[config.mk]
export PLATFORM = sky130hd
export DESIGN_NAME = srn_deser
export DESIGN_NICKNAME = d
export VERILOG_FILES = /design/src/rtl/srn_deser.sv
export SDC_FILE = /design/constraint.sdc
export NUM_CORES = 1
export LEC_CHECK = 0
export ABC_AREA = 1
export CAP_MARGIN = 40
export CORE_ASPECT_RATIO = 1.5
export CORE_MARGIN = 2
export CORE_UTILIZATION = 52
export CTS_BUF_LIST = sky130_fd_sc_hd__clkbuf_4 sky130_fd_sc_hd__clkbuf_8 sky130_fd_sc_hd__clkbuf_16
export DETAILED_ROUTE_END_ITERATION = 8
export PLACE_DENSITY_LB_ADDON = 0.08
export SETUP_SLACK_MARGIN = 0.05
export SYNTH_ARGS = -nofsm -noshare
export SYNTH_HDL_FRONTEND = slang
export SYNTH_SLANG_ARGS = --single-unit
[constraint.sdc]
create_clock -name clk -period 2.35 [get_ports clk]
set_input_delay 0.3525 -clock clk [delete_from_list [all_inputs] [get_ports clk]]
set_output_delay 0.3525 -clock clk [all_outputs]
set_load 0.005 [all_outputs]
[src/rtl/srn_deser.sv]
// Serial-to-parallel deserializer: takes 0..LANES bits per beat under a
// thermometer valid mask and emits WIDTH-bit words with zero-latency valid.
module srn_deser #(
  parameter int WIDTH     = 16,
  parameter int LANES     = 2,
  parameter bit MSB_FIRST = 1'b1,
  localparam int CW       = (WIDTH > 2) ? $clog2(WIDTH) : 1
) (
  input  logic             clk,
  input  logic             rst,
  input  logic [LANES-1:0] datain,
  input  logic [LANES-1:0] ctrl,
  input  logic             flush,
  output logic [WIDTH-1:0] dataout,
  output logic             valid,
  output logic [CW-1:0]    count,
  output logic             err_ctrl
);

  // acc_q always holds received bits in arrival order with the newest bit at [0];
  // bits above position count_q are stale and are shifted out before use.
  logic [WIDTH-1:0] acc_q, acc_d;
  logic [CW-1:0]    count_q, count_d;
  logic [WIDTH-1:0] dataout_q, dataout_d;
  logic             valid_q, valid_d;
  logic             err_q, err_d;

  logic [LANES-1:0] ctrl_plus1;
  logic             ctrl_legal;
  logic             ctrl_zero;

  function automatic logic [WIDTH-1:0] orient(input logic [WIDTH-1:0] w);
    logic [WIDTH-1:0] r;
    r = w;
    if (!MSB_FIRST) begin
      for (int i = 0; i < WIDTH; i++) begin
        r[i] = w[WIDTH-1-i];
      end
    end
    return r;
  endfunction

  // A thermometer code plus one is a power of two (or wraps to zero when all ones).
  assign ctrl_plus1 = ctrl + LANES'(1);
  assign ctrl_legal = ((ctrl & ctrl_plus1) == '0);
  assign ctrl_zero  = (ctrl == '0);

  always_comb begin
    int               cnt;
    int               pad;
    logic [WIDTH-1:0] word;
    logic             done;

    acc_d     = acc_q;
    count_d   = count_q;
    dataout_d = dataout_q;
    valid_d   = 1'b0;
    err_d     = err_q | ~ctrl_legal;
    cnt       = int'(count_q);
    pad       = 0;
    word      = '0;
    done      = 1'b0;

    if (ctrl_legal && !ctrl_zero) begin
      for (int i = LANES - 1; i >= 0; i--) begin
        if (ctrl[i]) begin
          acc_d = {acc_d[WIDTH-2:0], datain[i]};
          cnt   = cnt + 1;
          if (cnt == WIDTH) begin
            word = acc_d;
            done = 1'b1;
            cnt  = 0;
          end
        end
      end
      count_d = CW'(cnt);
      if (done) begin
        dataout_d = orient(word);
        valid_d   = 1'b1;
      end
    end else if (ctrl_zero && flush && (count_q != '0)) begin
      pad       = WIDTH - int'(count_q);
      dataout_d = orient(acc_q << pad);
      valid_d   = 1'b1;
      count_d   = '0;
    end
  end

  always_ff @(posedge clk) begin
    if (!rst) begin
      acc_q     <= '0;
      count_q   <= '0;
      dataout_q <= '0;
      valid_q   <= 1'b0;
      err_q     <= 1'b0;
    end else begin
      acc_q     <= acc_d;
      count_q   <= count_d;
      dataout_q <= dataout_d;
      valid_q   <= valid_d;
      err_q     <= err_d;
    end
  end

  assign dataout  = dataout_q;
  assign valid    = valid_q;
  assign count    = count_q;
  assign err_ctrl = err_q;

endmodule

== After elaboration in Yosys (flattened, before gate mapping) ==
Cells that the tools add are included.

* Register bits: 38
* Bits of input ports: 7
* Output and inout bits: 22
* Logic and storage cells: 52

* Add/sub/neg operators: 4
* Eq/ne operators: 3
* Shift-type cells: 1
* Mux-type cells: 24
* Bitwise gates (word level): 3
* Reduce and logical (&&, ||, !) cells: 11

{| class="wikitable"
|+ Operator list
! cell !! number
|-
| 16-bit two-way mux || 9
|-
| 32-bit by 2-bit adder with 32-bit output, second input constant || 1
|-
| 32-bit by 6-bit equality test with 1-bit output, second input constant || 1
|-
| 32-bit two-way mux || 1
|-
| 16-bit by 32-bit << shifter with 16-bit output || 1
|-
| 4-bit two-way mux || 4
|-
| 5-bit two-way mux || 2
|-
| 1-bit two-way mux || 8
|-
| 5-bit by 4-bit subtractor with 6-bit output, first input constant || 1
|-
| 4-bit by 1-bit adder with 5-bit output, second input constant || 1
|-
| 5-bit equality test, second input constant || 1
|-
| 2-bit zero test || 2
|-
| 2-bit AND reduction || 2
|-
| 2-bit nonzero test || 2
|-
| 4-bit nonzero test || 1
|-
| 1-bit logical AND || 3
|-
| 2-bit by 1-bit adder with 2-bit output, second input constant || 1
|-
| 2-bit AND || 1
|-
| 2-bit by 1-bit != test with 1-bit output, second input constant || 1
|-
| 1-bit zero test || 1
|-
| 1-bit inverter || 1
|-
| 1-bit OR || 1
|}

== Depth between registers and ports, before layout ==
Gate-level depths: netlist (run 1).

* Depth in word-level cells: 12
* Gate-level depth with buffers: 18
* Mapped depth without buffers: 14

== Least setup slack after synthesis (run 1) ==
OpenSTA, ideal clock, no wires.

* Path kind: register -> register
* From: register count_q[0], in the netlist count[0]
* To: register dataout_q[14], in the netlist dataout[14]
* Setup time: 112 ps
* Arrival: 2,421 ps
* Required time: 2,238 ps
* Path slack: -183 ps
* Stages on the path, launching flop included: 19
* Buffers on the path: 5
* Clock period less this slack: 2,533 ps
* Path through: dfxtp_1 buf_6 inv_2 buf_4 buf_2 ha_1 buf_2 nand2_1 nand2_1 ha_1 inv_1 nor2_8 nand3_4 buf_2 nand2_1 nand2_1 nor2_1 nor2_1 nor2_1

* Cells in the longest elaborated chain, start to end: 12
* Elaborated cells between the ends (all ways): 26
* Those cells by class: 3 x add/sub; 3 x eq/ne; 1 x shift; 15 x mux; 4 x reduce/logical

{| class="wikitable"
|+ Ends and longest elaborated chain
! what !! RTL line !! source
|-
| from (decl) || 23 || <nowiki>logic [CW-1:0] count_q, count_d;</nowiki>
|-
| from (signal assigned) || 98 || <nowiki>count_q <= count_d;</nowiki>
|-
| 4-bit by 1-bit adder with 5-bit output || 68 || <nowiki>cnt = cnt + 1;</nowiki>
|-
| 5-bit equality test || 69 || <nowiki>if (cnt == WIDTH) begin</nowiki>
|-
| 5-bit two-way mux || 69 ||
|-
| 5-bit two-way mux || 66 || <nowiki>if (ctrl[i]) begin</nowiki>
|-
| 32-bit two-way mux || 64 || <nowiki>if (ctrl_legal && !ctrl_zero) begin</nowiki>
|-
| 32-bit by 2-bit adder with 32-bit output || 68 ||
|-
| 32-bit by 6-bit equality test with 1-bit output || 69 ||
|-
| 1-bit two-way mux || 69 ||
|-
| 1-bit two-way mux || 66 ||
|-
| 1-bit two-way mux || 64 ||
|-
| 2-bit by 1-bit != test with 1-bit output (no line) || - ||
|-
| 2-bit AND reduction (no line) || - ||
|-
| to (signal assigned) || 99 || <nowiki>dataout_q <= dataout_d;</nowiki>
|-
| to (decl) || 24 || <nowiki>logic [WIDTH-1:0] dataout_q, dataout_d;</nowiki>
|}

Parallel ways exist; a longest one is shown, timed or not. The select of a mux whose other input is x is not followed.
A chain may end at the register's enable or synchronous reset.

== Worst setup path in the final report (run 1) ==
* From: register count_q[0], in the netlist count[0]
* To: register dataout_q[13], in the netlist dataout[13]

The elaborated chain is that of the path after synthesis.

==> flow_summary_export.csv, run 1 <==
group,metric,value,unit
worst_setup_path,crit_path_max_fanout,20,
sta,slew_headroom,0.458,
sta,grt_setup_unrepaired,"false",
finish,syn_to_final_growth,15.9,%
power,power.share.sequential,0.391,
drt,dr.first_iter.drc_count,234,
power,clkPwrFrac,0.319,
finish,antennaDiodeCount,0,
worst_setup_path,crit-reg2reg-capture,"dataout[13]$_SDFFE_PN0P_",
drt,wirelength,8480,um
worst_setup_path,worstPathRequired,2.54,ns
worst_setup_path,worstPathCellList,"buf_4 > ha_1 > nand2_1 > nand2_2 > nand2_4 > nor2_8 > nand3_4 > buf_4 > nor2_1 > nor2_1 > nor2_1 > nor2_1",
place,dpl.hpwl,6370,um
min_path,holdCritStartpoint,"dataout[7]$_SDFFE_PN0P_",
worst_setup_path,worst_path_max_delay_cell,"sky130_fd_sc_hd__dfxtp_2",
die,initial_core_util,0.530,
power,power.share.combinational,0.290,
logic_synthesis,synth-edff-count,0,
worst_setup_path,cp-end-kind,"flip-flop",
logic_synthesis,post_synth_inst_count,541,
logic_synthesis,ys_ff_latch,38,
place,placed_cell_area,3360,um^2
logic_synthesis,synth_area,3020,um^2
worst_setup_path,r2r_setup_slack,0.31,ns
drt,drtPass1Iterations,4,
sta,layout_setup_ws,0.306,ns
logic_synthesis,ys.warnings.count,0,
logic_synthesis,seq_area_frac_synth,0.252,
power,power_switching_share,0.341,
die,dieArea,6450,um^2
global_routing,antenna_found_initial,0,
finish,multiInputGateArea,1880,um^2
min_path,hold-path-cell-count,4,
worst_setup_path,critPathTopFamily,"simple AND/OR/NAND/NOR gates",
finish,sequential_cell_area,762,um^2
worst_setup_path,critical_path_arrival,2.23,ns
sta,final_min_period,2.04,ns
drt,route.detailed.drc,0,
place,portBuffers,28,
worst_setup_path,rr_worst_depth,12,
finish,num-nets-final,574,
clocking,tritoncts_num_sinks,38,
worst_setup_path,timing.setup.critical_path_class,"reg2reg",
logic_synthesis,synth_unique_cells,25,
sta,finalSetupViolCount,0,
sta,timing.final.crit_share,0.870,
worst_setup_path,timing.critical_path.buf_inv,2,
worst_setup_path,max_stage_delay,0.34,ns
drt,detail_route.wl_per_cell,13.3,um
power,p_int,1.20,mW
min_path,hold_crit_endpoint,"dataout[7]$_SDFFE_PN0P_",
sta,achievable_freq,489,MHz
clocking,path_clk_slew,0.09,ns
sta,slew_violations,0,
drt,met1_routed_wirelength_after_detailed_routing,3100,um
die,die_width,66.2,um
worst_setup_path,worstReg2RegStart,"count[0]$_SDFFE_PN0P_",
logic_synthesis,synthFlopType,"sky130_fd_sc_hd__dfxtp_1",
sta,finClkSkew,0.0128,ns
min_path,hp-class,"reg2reg",
finish,stdcell_area,3500,um^2
logic_synthesis,synth_area_per_cell,5.58,um^2
power,p_switching,0.622,mW
power,p_total,1.83,mW
drt,antenna_left,0,
clocking,cts-buffers-inserted,5,
finish,final_core_utilization,0.614,
worst_setup_path,cp.depth,12,
global_routing,grt_max_degree,42,
sta,final_hold_viol_count,0,
worst_setup_path,timing.critical_path.from_type,"flip-flop",
global_routing,leftover_overflow_at_the_end_of_global_routing,0,
finish,drive_gt1_frac,0.0887,
logic_synthesis,synthArstFlopShare,0,
global_routing,grt_pass1_wl,14100,um
die,placementRows,34,
worst_setup_path,timing.critical_path.mode_cell,"sky130_fd_sc_hd__nor2_1",
place,dp_worst_setup_slack,-0.0505,ns
global_routing,grt_pass1_vias,3044,
place,gp_congestion,0.887,
drt,route.met3.wl,362,um
global_routing,grt.total_usage,0.282,
run,max_cap_violations,0,
run_status,result_of_the_run,"finished clean",
drt,route.met2.wl,4490,um
drt,viasPerCell,5.23,
drt,via_count,3326,
power,static-leakage-power,1.75,nW
clocking,clk_latency,0.30,ns
clocking,cts_max_level,2,
die,io_count,29,
die,placeableCoreArea,5700,um^2
clocking,ctsRootBufferMaster,"sky130_fd_sc_hd__clkbuf_8",
clocking,clk_path_buf_depth,2,
logic_synthesis,synth.net_count,551,
die,die-height,97.3,um
sta,worst_slew_pin_slew,0.811,ns
clocking,cts_tree,"yes",
clocking,cts-hold-fix-buffers,0,
drt,route.top_layer_used,"met4",
sta,final.setup.tns,0,ns
power,power_density,522,nW/um^2
power,maximum_vdd_ir_drop,0.321,mV
finish,final.fill_count,614,
[state kept, by name, indices dropped and copies added (netlist names)]
signal,count
dataout,16
acc_q,16
valid,1
err_ctrl,1
count,4
[per-stage QoR]
stage	instances	hold WS, ns
global route	636	0.542
global placement	626	0.453
finish	636	0.518
detailed placement	626	0.507
floorplan	541	0.460
CTS	633	0.521
[cell type report]
class / count / share of cell area
well taps: 72 / 0.0257
multi-input cells: 408 / 0.537
clock inverters: 1 / 0.00858
flip-flops and latches: 38 / 0.218
clock buffers: 6 / 0.0236
inverters: 67 / 0.0719
repair buffers: 44 / 0.115
[worst min-delay path, stage by stage (launching register included)]
cell	delay, ns
sky130_fd_sc_hd__dfxtp_1	0.31
sky130_fd_sc_hd__inv_1	0.05
sky130_fd_sc_hd__nand2_1	0.04
sky130_fd_sc_hd__nand2_1	0.05
sky130_fd_sc_hd__nor2_1	0.03
[cells in the mapped netlist (3+ instances only)]
| cell | instances | area, um^2 |
|---|---|---|
| sky130_fd_sc_hd__a21oi_1 | 29 | 145 |
| sky130_fd_sc_hd__nor2_4 | 3 | 33.8 |
| sky130_fd_sc_hd__nor2_1 | 58 | 218 |
| sky130_fd_sc_hd__inv_1 | 61 | 229 |
| sky130_fd_sc_hd__o21ai_0 | 33 | 165 |
| sky130_fd_sc_hd__inv_2 | 6 | 22.5 |
| sky130_fd_sc_hd__dfxtp_1 | 38 | 761 |
| sky130_fd_sc_hd__buf_4 | 3 | 22.5 |
| sky130_fd_sc_hd__nand4_1 | 8 | 50.1 |
| sky130_fd_sc_hd__nand3_1 | 55 | 275 |
| sky130_fd_sc_hd__nand2_2 | 4 | 25.0 |
| sky130_fd_sc_hd__ha_1 | 3 | 37.5 |
| sky130_fd_sc_hd__clkbuf_1 | 16 | 60.1 |
| sky130_fd_sc_hd__nand2_1 | 204 | 766 |
| sky130_fd_sc_hd__buf_2 | 6 | 30.0 |
[cell families (layout without fill, tap and decap cells)]
group | count (synthesis) | after routing | synth area share
AOI/OAI and AO/OA | 64 | 64 | 0.109
DFF | 38 | 38 | 0.252
and+or+nand+nor | 341 | 341 | 0.494
adders and majority gates | 3 | 3 | 0.0124
buffers and inverters | 95 | 118 | 0.133
[power groups by stage]
stage / clock network, mW / logic [mW] / registers (mW)
2_1_floorplan: 0 / 0.392 / 0.717
3_3_place_gp: 0 / 0.508 / 0.729
3_5_place_dp: 0 / 0.514 / 0.730
4_1_cts: 0.588 / 0.517 / 0.715
5_1_grt: 0.619 / 0.605 / 0.719
6_report: 0.583 / 0.529 / 0.715
[worst max-delay path by stage]
stage                               start                        to  slack, ns
floorplan           count[0]$_SDFFE_PN0P_  dataout[10]$_SDFFE_PN0P_       0.05
global placement                  ctrl[1]  dataout[15]$_SDFFE_PN0P_       0.02
detailed placement                ctrl[1]  dataout[13]$_SDFFE_PN0P_      -0.05
CTS                 count[1]$_SDFFE_PN0P_  dataout[13]$_SDFFE_PN0P_       0.21
global route        count[1]$_SDFFE_PN0P_  dataout[15]$_SDFFE_PN0P_       0.10
finish              count[0]$_SDFFE_PN0P_  dataout[13]$_SDFFE_PN0P_       0.31
[per-layer routing]
metal,vias up,global-route usage
met4,0,0.163
met5,-,0
met2,96,0.507
li1,1727,-
met3,35,0.0394
met1,1468,0.301
[what timing repair did]
item                       in CTS  in global routing
resized for setup               0                  1
setup endpoints to repair       0                  6
setup buffers                   0                  3
[layout by cell type (no fill, tap or decap)]
cell                                n
sky130_fd_sc_hd__a21oi_4            1
sky130_fd_sc_hd__a21oi_1           29
sky130_fd_sc_hd__nand2_1          204
sky130_fd_sc_hd__buf_4             16
sky130_fd_sc_hd__dlymetal6s2s_1     1
sky130_fd_sc_hd__inv_1             60
sky130_fd_sc_hd__clkdlybuf4s50_1   27
sky130_fd_sc_hd__dfxtp_1           37
sky130_fd_sc_hd__nand4_1            8
sky130_fd_sc_hd__nand2_2            4
sky130_fd_sc_hd__ha_1               1
sky130_fd_sc_hd__nor3_4             1
sky130_fd_sc_hd__clkbuf_8           6
sky130_fd_sc_hd__nand3b_1           1
sky130_fd_sc_hd__inv_2              7
sky130_fd_sc_hd__nor2_1            58
sky130_fd_sc_hd__a21oi_2            1
sky130_fd_sc_hd__nor2_2             2
sky130_fd_sc_hd__bufinv_16          1
sky130_fd_sc_hd__o21ai_0           33
sky130_fd_sc_hd__nor2_4             3
sky130_fd_sc_hd__nand3_1           55
sky130_fd_sc_hd__nor2_8             1
sky130_fd_sc_hd__nand2_4            1
sky130_fd_sc_hd__nand2_8            2
sky130_fd_sc_hd__nand3_4            1
sky130_fd_sc_hd__ha_2               1
sky130_fd_sc_hd__ha_4               1
sky130_fd_sc_hd__dfxtp_2            1
No activity file was read; power rests on OpenSTA's default activity.
==> run 2, diff against run 1 <==
- SETUP_SLACK_MARGIN: 0.05 -> 0.02
- SLEW_MARGIN: unset -> 20
==> run 2 against run 1 <==
Largest cell class unchanged. Combinational power hardly changed. Clock power increased by 20%. Sequential share of layout area fell by 0.31 points. Fmax is 2.2% lower. Sequential power decreased by 0.8%. Core utilization rose by 0.88 points. Sequential cell count stayed put. Final cell count is 0.63% higher. Routed wire length down 11%. Highest routed layer unchanged.
==> flow_summary_export.csv, run 2 (synthesized netlist as in run 1, its figures left out) <==
group,metric,value,unit
clocking,cts_resized,0,
clocking,post-cts-setup-buffer-count,0,
sta,slew_violations,0,
drt,viasPerCell,5.06,
worst_setup_path,worstPathRequired,2.55,ns
global_routing,antenna_found_initial,0,
drt,detail_route.wl_per_cell,11.9,um
clocking,cts-buffers-inserted,5,
clocking,clk_latency,0.29,ns
min_path,hp-class,"reg2reg",
die,placementRows,34,
worst_setup_path,r2r_setup_slack,0.26,ns
finish,syn_to_final_growth,17.5,%
drt,drtPass1Iterations,5,
die,dieArea,6450,um^2
power,clkPwrFrac,0.360,
worst_setup_path,rr_worst_depth,13,
worst_setup_path,crit-reg2reg-capture,"dataout[14]$_SDFFE_PN0P_",
power,p_int,1.32,mW
clocking,cts_max_level,2,
worst_setup_path,critical_path_arrival,2.29,ns
finish,sequential_cell_area,762,um^2
sta,holdWs,0.477,ns
drt,wirelength,7580,um
clocking,cts_tree,"yes",
min_path,hold-path-cell-count,2,
die,io_count,29,
place,dpl.hpwl,5820,um
global_routing,grt_pass1_wl,13100,um
worst_setup_path,timing.setup.critical_path_class,"reg2reg",
power,p_switching,0.619,mW
place,dp_worst_setup_slack,-0.000841,ns
min_path,holdCritStartpoint,"err_ctrl$_SDFF_PN0_",
sta,achievable_freq,479,MHz
sta,slew_headroom,0.543,
run,max_cap_violations,0,
worst_setup_path,worstReg2RegStart,"count[0]$_SDFFE_PN0P_",
sta,finalSetupViolCount,0,
global_routing,grt.total_usage,0.251,
sta,finClkSkew,0.00303,ns
clocking,tritoncts_num_sinks,38,
finish,final_common_cell,"sky130_fd_sc_hd__nand2_1",
die,placeableCoreArea,5700,um^2
drt,dr.first_iter.drc_count,146,
power,maximum_vdd_ir_drop,0.285,mV
power,power_switching_share,0.319,
global_routing,grt_max_degree,42,
power,power.share.sequential,0.365,
worst_setup_path,cp-end-kind,"flip-flop",
min_path,hold_crit_endpoint,"err_ctrl$_SDFF_PN0_",
power,power_density,547,nW/um^2
finish,multiInputGateArea,1880,um^2
power,p_total,1.94,mW
sta,final_hold_viol_count,0,
drt,via_count,3238,
sta,worst_slew_pin_slew,0.685,ns
power,static-leakage-power,1.76,nW
place,gp_congestion,0.895,
worst_setup_path,crit_path_max_fanout,16,
finish,antennaDiodeCount,0,
place,portBuffers,28,
finish,num-nets-final,577,
drt,antenna_left,0,
clocking,ctsRootBufferMaster,"sky130_fd_sc_hd__clkbuf_8",
global_routing,leftover_overflow_at_the_end_of_global_routing,0,
die,die-height,97.3,um
clocking,cts-hold-fix-buffers,0,
drt,route.detailed.drc,0,
die,die_width,66.2,um
run_status,result_of_the_run,"finished clean",
finish,final.fill_count,606,
sta,grt_setup_unrepaired,"false",
worst_setup_path,timing.critical_path.from_type,"flip-flop",
global_routing,grt_pass1_vias,2898,
finish,mostFrequentLayoutCells,"sky130_fd_sc_hd__nand2_1, sky130_fd_sc_hd__inv_1, sky130_fd_sc_hd__nor2_1",
sta,final_min_period,2.09,ns
power,power.share.combinational,0.274,
clocking,path_clk_slew,0.08,ns
die,initial_core_util,0.530,
sta,timing.final.crit_share,0.889,
finish,drive_gt1_frac,0.0951,
sta,layout_setup_ws,0.260,ns
clocking,clk_path_buf_depth,2,
finish,final_core_utilization,0.623,
-- run 2: changes by cell type in the layout (fill, tap and decap cells not counted), sizes merged --
cell,change
bufinv,+1
dlymetal6s2s,-1
clkdlybuf4s50,+1
buf,+3
-- run 2: per-stage QoR --
| stage | area [um^2] | std cells | TNS [ns] |
|---|---|---|---|
| 2_1_floorplan | 3070 | 541 | 0 |
| 3_3_place_gp | 3380 | 629 | 0 |
| 3_5_place_dp | 3380 | 629 | -0.000841 |
| 4_1_cts | 3530 | 637 | 0 |
| 5_1_grt | 3550 | 640 | 0 |
| 6_report | 3550 | 640 | 0 |
-- run 2: how the worst max path moves through the flow --
stage / start / cells after the start / endpoint / slack, ns
after floorplan: count[0]$_SDFFE_PN0P_ / 18 / dataout[10]$_SDFFE_PN0P_ / 0.04
after global placement: ctrl[1] / 11 / dataout[12]$_SDFFE_PN0P_ / 0.11
after detailed placement: ctrl[1] / 12 / dataout[14]$_SDFFE_PN0P_ / -0.0008
after CTS: count[0]$_SDFFE_PN0P_ / 13 / dataout[14]$_SDFFE_PN0P_ / 0.21
after global routing: count[0]$_SDFFE_PN0P_ / 14 / dataout[9]$_SDFFE_PN0P_ / 0.04
final: count[0]$_SDFFE_PN0P_ / 13 / dataout[14]$_SDFFE_PN0P_ / 0.26
-- run 2: area by class of cell --
type | count | share of cell area
well taps | 72 | 0.0254
inverters | 67 | 0.0708
multi-input cells | 408 | 0.530
clock inverters | 2 | 0.0169
repair buffers | 47 | 0.119
flip-flops and latches | 38 | 0.215
clock buffers | 6 | 0.0233
-- run 2: power by group through the flow --
stage / clock network [mW] / registers, mW / logic, mW
after floorplan: 0 / 0.717 / 0.393
after global placement: 0 / 0.723 / 0.511
after detailed placement: 0 / 0.724 / 0.513
after CTS: 0.713 / 0.709 / 0.516
after global routing: 0.731 / 0.714 / 0.609
final: 0.699 / 0.709 / 0.532
-- run 2: layer usage --
layer | vias up | GRT usage | part of all wire
met5 | - | 0 | 0
met4 | 0 | 0.0754 | 0.0075
met3 | 6 | 0.0359 | 0.049
met2 | 77 | 0.416 | 0.50
met1 | 1417 | 0.331 | 0.45
li1 | 1738 | - | -
-- run 2: critical path: stages, from the launching register on --
cell and delay (ns):
sky130_fd_sc_hd__dfxtp_2 0.42, sky130_fd_sc_hd__inv_2 0.07, sky130_fd_sc_hd__ha_4 0.35, sky130_fd_sc_hd__nand2_1 0.07, sky130_fd_sc_hd__nand2_1 0.11, sky130_fd_sc_hd__ha_2 0.17
sky130_fd_sc_hd__inv_2 0.06, sky130_fd_sc_hd__nor2_8 0.09, sky130_fd_sc_hd__nand3_4 0.13, sky130_fd_sc_hd__buf_4 0.22, sky130_fd_sc_hd__nor2_1 0.10, sky130_fd_sc_hd__nor2_1 0.05
sky130_fd_sc_hd__nor2_1 0.10, sky130_fd_sc_hd__nor2_1 0.05
==> run 3, diff against run 2 <==
- HOLD_SLACK_MARGIN: unset -> 0.06
==> results of run 3 <==
The final DEF is identical to that of run 2; final timing and power are the same.
